`src/rtl/bp_pkg.sv`:
```
// Shared types and defaults for the gshare/bimodal branch predictor.
// Build option: BP_GSHARE_EN selects gshare indexing; otherwise bimodal.
package bp_pkg;

    localparam int DBITS        = 32;
    localparam int BHR_BITS     = 8;
    localparam int BTB_IDX_BITS = 4;
    localparam int BTB_TAG_BITS = DBITS - BTB_IDX_BITS - 2;

    typedef logic [1:0] pht_ctr_t;

    localparam pht_ctr_t PHT_WNT = 2'b01;

    typedef enum logic {
        INIT = 1'b0,
        RUN  = 1'b1
    } bp_state_t;

    typedef struct packed {
        logic                    valid;
        logic [BTB_TAG_BITS-1:0] tag;
        logic [DBITS-1:0]        target;
        logic                    is_jmp;
    } btb_entry_t;

    // Two-bit saturating counter step, pinned at 0 and 3.
    function automatic pht_ctr_t pht_sat_step(input pht_ctr_t ctr, input logic taken);
        pht_ctr_t nxt;
        nxt = ctr;
        if (taken && (ctr != 2'b11)) begin
            nxt = ctr + 2'd1;
        end else if (!taken && (ctr != 2'b00)) begin
            nxt = ctr - 2'd1;
        end
        return nxt;
    endfunction

endpackage

```
`src/rtl/bp_pht.sv`:
```
// Pattern history table with post-reset init sweep; ready goes high once every
// entry has been written to weakly-not-taken.
//
// state | meaning
// INIT  | sweeping PHT[cnt] <= 01, one entry per cycle; updates ignored
// RUN   | table valid, training updates accepted
module bp_pht
    import bp_pkg::*;
#(
    parameter int IDX_BITS = bp_pkg::BHR_BITS
) (
    input  logic                clk,
    input  logic                rst,
    input  logic [IDX_BITS-1:0] i_rd_idx,
    output pht_ctr_t            o_rd_ctr,
    input  logic                i_upd_en,
    input  logic [IDX_BITS-1:0] i_upd_idx,
    input  logic                i_upd_taken,
    output logic                o_ready
);

    localparam int                DEPTH   = 1 << IDX_BITS;
    localparam logic [IDX_BITS-1:0] CNT_ONE = {{(IDX_BITS-1){1'b0}}, 1'b1};

    bp_state_t           r_state;
    bp_state_t           w_state_nxt;
    logic [IDX_BITS-1:0] r_sweep_cnt;
    logic                w_sweep;
    pht_ctr_t            r_pht [DEPTH];

    always_ff @(posedge clk) begin
        if (rst) begin
            r_state <= INIT;
        end else begin
            r_state <= w_state_nxt;
        end
    end

    always_comb begin
        w_state_nxt = r_state;
        case (r_state)
            INIT:    if (r_sweep_cnt == '1) w_state_nxt = RUN;
            RUN:     w_state_nxt = RUN;
            default: w_state_nxt = INIT;
        endcase
    end

    always_comb begin
        w_sweep = (r_state == INIT);
        o_ready = (r_state == RUN);
    end

    always_ff @(posedge clk) begin
        if (rst) begin
            r_sweep_cnt <= '0;
        end else if (w_sweep) begin
            r_sweep_cnt <= r_sweep_cnt + CNT_ONE;
        end
    end

    // No reset on the array itself: the sweep is what initialises it.
    always_ff @(posedge clk) begin
        if (w_sweep) begin
            r_pht[r_sweep_cnt] <= PHT_WNT;
        end else if (i_upd_en) begin
            r_pht[i_upd_idx] <= pht_sat_step(r_pht[i_upd_idx], i_upd_taken);
        end
    end

    assign o_rd_ctr = r_pht[i_rd_idx];

endmodule

```
`src/rtl/branch_predictor.sv`:
```
// Fetch-side branch predictor: PHT (bp_pht) plus direct-mapped BTB and global history.
// Build option: BP_GSHARE_EN enables the history register; undefined gives bimodal indexing.
module branch_predictor #(
    parameter int DBITS        = bp_pkg::DBITS,
    parameter int BHR_BITS     = bp_pkg::BHR_BITS,
    parameter int BTB_IDX_BITS = bp_pkg::BTB_IDX_BITS
) (
    input  logic                clk,
    input  logic                rst,
    input  logic [DBITS-1:0]    PC_FE,
    output logic [DBITS-1:0]    pcnext_FE,
    output logic                pred_taken_FE,
    output logic [BHR_BITS-1:0] pc_xor_bhr_FE,
    output logic                ready,
    input  logic                upd_valid_AGEX,
    input  logic                is_br_AGEX,
    input  logic                is_jmp_AGEX,
    input  logic                do_brjmp_AGEX,
    input  logic [DBITS-1:0]    PC_AGEX,
    input  logic [DBITS-1:0]    br_target_AGEX,
    input  logic [BHR_BITS-1:0] pc_xor_bhr_AGEX
);
    import bp_pkg::*;

    localparam int BTB_DEPTH = 1 << BTB_IDX_BITS;
    localparam int TAG_LSB   = BTB_IDX_BITS + 2;
    localparam int TAG_W     = DBITS - TAG_LSB;

    logic [BHR_BITS-1:0]     w_bhr;
    logic                    w_ready;
    pht_ctr_t                w_pht_ctr;
    logic                    w_upd;
    logic                    w_upd_br;
    logic                    w_btb_we;
    logic [BTB_IDX_BITS-1:0] w_fe_btb_idx;
    logic [BTB_IDX_BITS-1:0] w_ag_btb_idx;
    logic [TAG_W-1:0]        w_fe_tag;
    btb_entry_t              w_fe_entry;
    btb_entry_t              w_wr_entry;
    logic                    w_hit;
    logic [DBITS-1:0]        w_pc_plus4;
    btb_entry_t              r_btb [BTB_DEPTH];
    logic                    w_unused;

    assign w_upd    = w_ready && upd_valid_AGEX;
    assign w_upd_br = w_upd && is_br_AGEX;
    assign w_btb_we = w_upd && do_brjmp_AGEX;

    assign pc_xor_bhr_FE = PC_FE[BHR_BITS+1:2] ^ w_bhr;

    bp_pht #(
        .IDX_BITS (BHR_BITS)
    ) u_pht (
        .clk         (clk),
        .rst         (rst),
        .i_rd_idx    (pc_xor_bhr_FE),
        .o_rd_ctr    (w_pht_ctr),
        .i_upd_en    (w_upd_br),
        .i_upd_idx   (pc_xor_bhr_AGEX),
        .i_upd_taken (do_brjmp_AGEX),
        .o_ready     (w_ready)
    );

`ifdef BP_GSHARE_EN
    logic [BHR_BITS-1:0] r_bhr;

    always_ff @(posedge clk) begin
        if (rst) begin
            r_bhr <= '0;
        end else if (w_upd_br) begin
            r_bhr <= {r_bhr[BHR_BITS-2:0], do_brjmp_AGEX};
        end
    end

    assign w_bhr = r_bhr;
`else
    assign w_bhr = '0;
`endif

    assign w_fe_btb_idx = PC_FE[BTB_IDX_BITS+1:2];
    assign w_ag_btb_idx = PC_AGEX[BTB_IDX_BITS+1:2];
    assign w_fe_tag     = PC_FE[DBITS-1:TAG_LSB];
    assign w_fe_entry   = r_btb[w_fe_btb_idx];

    always_comb begin
        w_wr_entry        = '0;
        w_wr_entry.valid  = 1'b1;
        w_wr_entry.tag    = PC_AGEX[DBITS-1:TAG_LSB];
        w_wr_entry.target = br_target_AGEX;
        w_wr_entry.is_jmp = is_jmp_AGEX;
    end

    // Only valid bits are cleared on reset; stale tag/target are masked by valid.
    always_ff @(posedge clk) begin
        if (rst) begin
            for (int i = 0; i < BTB_DEPTH; i++) begin
                r_btb[i].valid <= 1'b0;
            end
        end else if (w_btb_we) begin
            r_btb[w_ag_btb_idx] <= w_wr_entry;
        end
    end

    assign w_pc_plus4 = PC_FE + DBITS'(4);

    always_comb begin
        w_hit         = w_ready && w_fe_entry.valid && (w_fe_entry.tag == w_fe_tag);
        pred_taken_FE = w_hit && (w_fe_entry.is_jmp || w_pht_ctr[1]);
        pcnext_FE     = pred_taken_FE ? w_fe_entry.target : w_pc_plus4;
        ready         = w_ready;
    end

    assign w_unused = ^{PC_FE[1:0], PC_AGEX[1:0], w_pht_ctr[0]};

endmodule

```
`config.mk`:
```
export PLATFORM = sky130hd
export DESIGN_NAME = branch_predictor
export DESIGN_NICKNAME = d
export VERILOG_FILES = /design/src/rtl/bp_pkg.sv /design/src/rtl/bp_pht.sv /design/src/rtl/branch_predictor.sv
export SDC_FILE = /design/constraint.sdc
export NUM_CORES = 2
export LEC_CHECK = 0
export BUFFER_PORTS_ARGS = -buffer_cell sky130_fd_sc_hd__buf_2
export CAP_MARGIN = 10
export CORE_MARGIN = 3
export CORE_UTILIZATION = 30
export CTS_BUF_LIST = sky130_fd_sc_hd__clkbuf_8
export DETAILED_ROUTE_END_ITERATION = 12
export HOLD_SLACK_MARGIN = 0.12
export PLACE_DENSITY = 0.54
export SYNTH_ARGS = -nofsm -noshare
export SYNTH_HDL_FRONTEND = slang
export SYNTH_SLANG_ARGS = --single-unit
```
`constraint.sdc`:
```
create_clock -name clk -period 28.8 [get_ports clk]
set_input_delay 1.44 -clock clk [delete_from_list [all_inputs] [get_ports clk]]
set_output_delay 1.44 -clock clk [all_outputs]
set_load 0.02 [all_outputs]
```
==> impl_metrics.tcl <==
set metrics [dict create \
    clock_skew_ns 0.0612 \
    status "complete, no violations" \
    wire_per_inst_um 27.7 \
    row_count 165 \
    yosysWarningCount 0 \
    cts_tree "yes" \
    h-tree-depth 4 \
    clk_pin_slew_ns 0.06 \
    min_path_type "reg2reg" \
    drt-vias-per-instance 5.17 \
    grt_pass1_wl_mm 247 \
    cts_buffers 229 \
    worstSetupPathType "in2out" \
    worstSetupEndpointType "output pin" \
    synth_edf_count 1456 \
    pin_count 152 \
    remaining_drc_errors 0 \
    clock-sinks 1481 \
    critical_path_required_ns 27.36 \
    grt_pass1_vias 33400 \
    synthFlopType "edfxtp_1" \
    slew_violations 0 \
    synth_top_cell_area_share 0.709 \
    dp.final_hpwl_mm 99.9 \
    hold_viol 0 \
    dieArea_um2 211000 \
    ant_nets 0 \
    wl_mm 173 \
    period_share 0.336 \
    startpoint_type "input pin" \
    p_leak_nw 23.0 \
    fin_nets 3494 \
    post-cts-setup-buffers 0 \
    synth_area_leaders "edfxtp_1 71%, mux4_2 17%, nor2_1 1.9%" \
    die_h_um 459 \
    yosysTopAreaCell "edfxtp_1" \
    drtPass1Iterations 5 \
    setup-tns-final_ns 0 \
    drt_iter0_drc 3255 \
    synth_most_common_cell "edfxtp_1" \
    ys_ff_latch 1481 \
    clock_latency_ns 1.00 \
    synth.top_cells.by_count "1456 x edfxtp_1, 462 x mux4_2, 315 x nor2_1" \
    min_period_ns 9.68 \
    async_flop_share 0 \
    grt_max_degree 257 \
    slew_headroom 0.157 \
    post_cts_resize_count 0 \
    cts_hold_buf 0 \
    crit_chain "buf_8 > buf_4 > buf_4 > buf_4 > nor2b_1 > a221oi_1 > xor2_1 > nand2_1 > nand4_1 > or4_1 > nor4_4 > buf_4 > mux2_2 > buf_2" \
    cap_viol_max_count 0 \
    antenna_found_initial 53 \
    syn-instance-count 3131 \
    synth.yosys.seq_area_share 0.717 \
    cpMaxStageDelayCell "nor2b_1" \
    p_per_area_nw_per_um2 61.3 \
    via_count 32300 \
    avgSynthCellArea_um2 19.7 \
    portBuffers 149 \
    cts_root_buffer "clkbuf_8" \
    cp_max_fo 81 \
    ir_drop_uv 45.9 \
    gr-total-overflow 0 \
    fmax_ghz 0.103 \
    grt.total_usage 0.162 \
    die_x_um 459 \
    synth_nets 3245 \
    start_util 0.303 \
    drive_gt1_frac 0.294 \
    slowest_delay_ns 1.06 \
    cp.arrival_ns 8.24 \
    tightest_slew_ns 1.26 \
    final_core_util 0.344 \
    rsz0062_at_grt "false" \
    crit_top_cell "buf_4" \
    setup_viol 0 \
    area_growth_pct 13.5 \
    cts_buffer_depth 3 \
    synthesis.area_um2 61700 \
    ys_types 67 \
    core_area_um2 203000 \
    gp_congestion 0.822 \
]
==> path summary, 6_finish.rpt <==
path                            slack, ns                   to  cells past startpoint                from
worst min-delay path                 0.46        r_btb[15][59]                      2       r_btb[15][59]
worst max register to register      23.94  u_pht.r_pht[212][0]                     12  u_pht.r_pht[59][0]
worst max-delay path                19.12        pcnext_FE[31]                     14            PC_FE[3]
worst min register to register       0.46        r_btb[15][59]                      2       r_btb[15][59]
==> registers in the layout (all words and copies together), names as in the netlist <==
register           cells
u_pht.o_ready          1
u_pht.r_sweep_cnt      8
r_btb                960
u_pht.r_pht          512
==> cells by family after synthesis <==
kind of cell | share of synthesized area
flops | 0.717
compound gates | 0.0226
fa+ha+maj | 0.000811
xor+xnor | 0.00738
mux | 0.195
buf+inv | 0.0186
simple gates | 0.0385
==> worst max-delay path: cells and delay by family <==
| family | cells | cell delay (ns) |
|---|---|---|
| multiplexers | 1 | 0.41 |
| AO/OA/AOI/OAI | 1 | 0.36 |
| buffers and inverters | 6 | 3.44 |
| AND/OR/NAND/NOR | 5 | 2.04 |
| XOR/XNOR | 1 | 0.26 |
==> report_power, final <==
part	internal (mW)	switching, mW	leakage [nW]
registers	2.35	0.000801	14.4
logic	0.0871	0.145	6.07
clock network	0.846	0.862	2.54
total	3.29	1.01	23.0
==> layer usage <==
metal  global-route usage  routed length (um)  vias to the layer above
met2                0.260               82400                     1190
met5                    0                 217                        -
met1                0.223               74300                    17400
met4               0.0403                3400                       28
li1                     -                   -                    13400
met3               0.0375               12900                      306
==> cell type report <==
class | instances | area [um^2]
well taps | 2672 | 3340
clock buffers | 236 | 3250
repair buffers | 222 | 1380
diodes | 16 | 40.0
multi-input cells | 1409 | 16500
fillers | 19100 | 133000
flip-flops and latches | 1481 | 44200
inverters | 37 | 141
clock inverters | 185 | 1180
==> stage by stage <==
step                      total power, mW  hold WS, ns  setup WS (ns)  cells  area [um^2]
after floorplan                      2.54        0.437          12.06   3131        61700
after detailed placement             2.63        0.450          19.16   5821        65600
final                                4.30        0.463          19.12   6258        70000
after global routing                 4.46        0.479          18.92   6244        70000
after CTS                            4.34        0.459          19.15   6242        70000
after global placement               2.63        0.448          19.11   5821        65600
==> cells in the final DEF (no fill, tap or decap), types with 14 or more instances in the layout <==
cell / instances
diode_2: 16
nand3_1: 34
xnor2_1: 43
a22oi_1: 21
nor2_1: 299
o21ai_0: 27
nor2_4: 16
o22ai_1: 33
nand2_1: 104
buf_2: 144
dfxtp_1: 25
clkinv_1: 58
clkbuf_8: 237
mux2i_1: 106
clkinv_2: 26
mux4_2: 462
buf_4: 70
edfxtp_1: 1456
a221oi_1: 14
nor3_1: 14
a21oi_1: 31
inv_1: 110
mux2_4: 29
No activity file was read; power rests on OpenSTA's default activity.
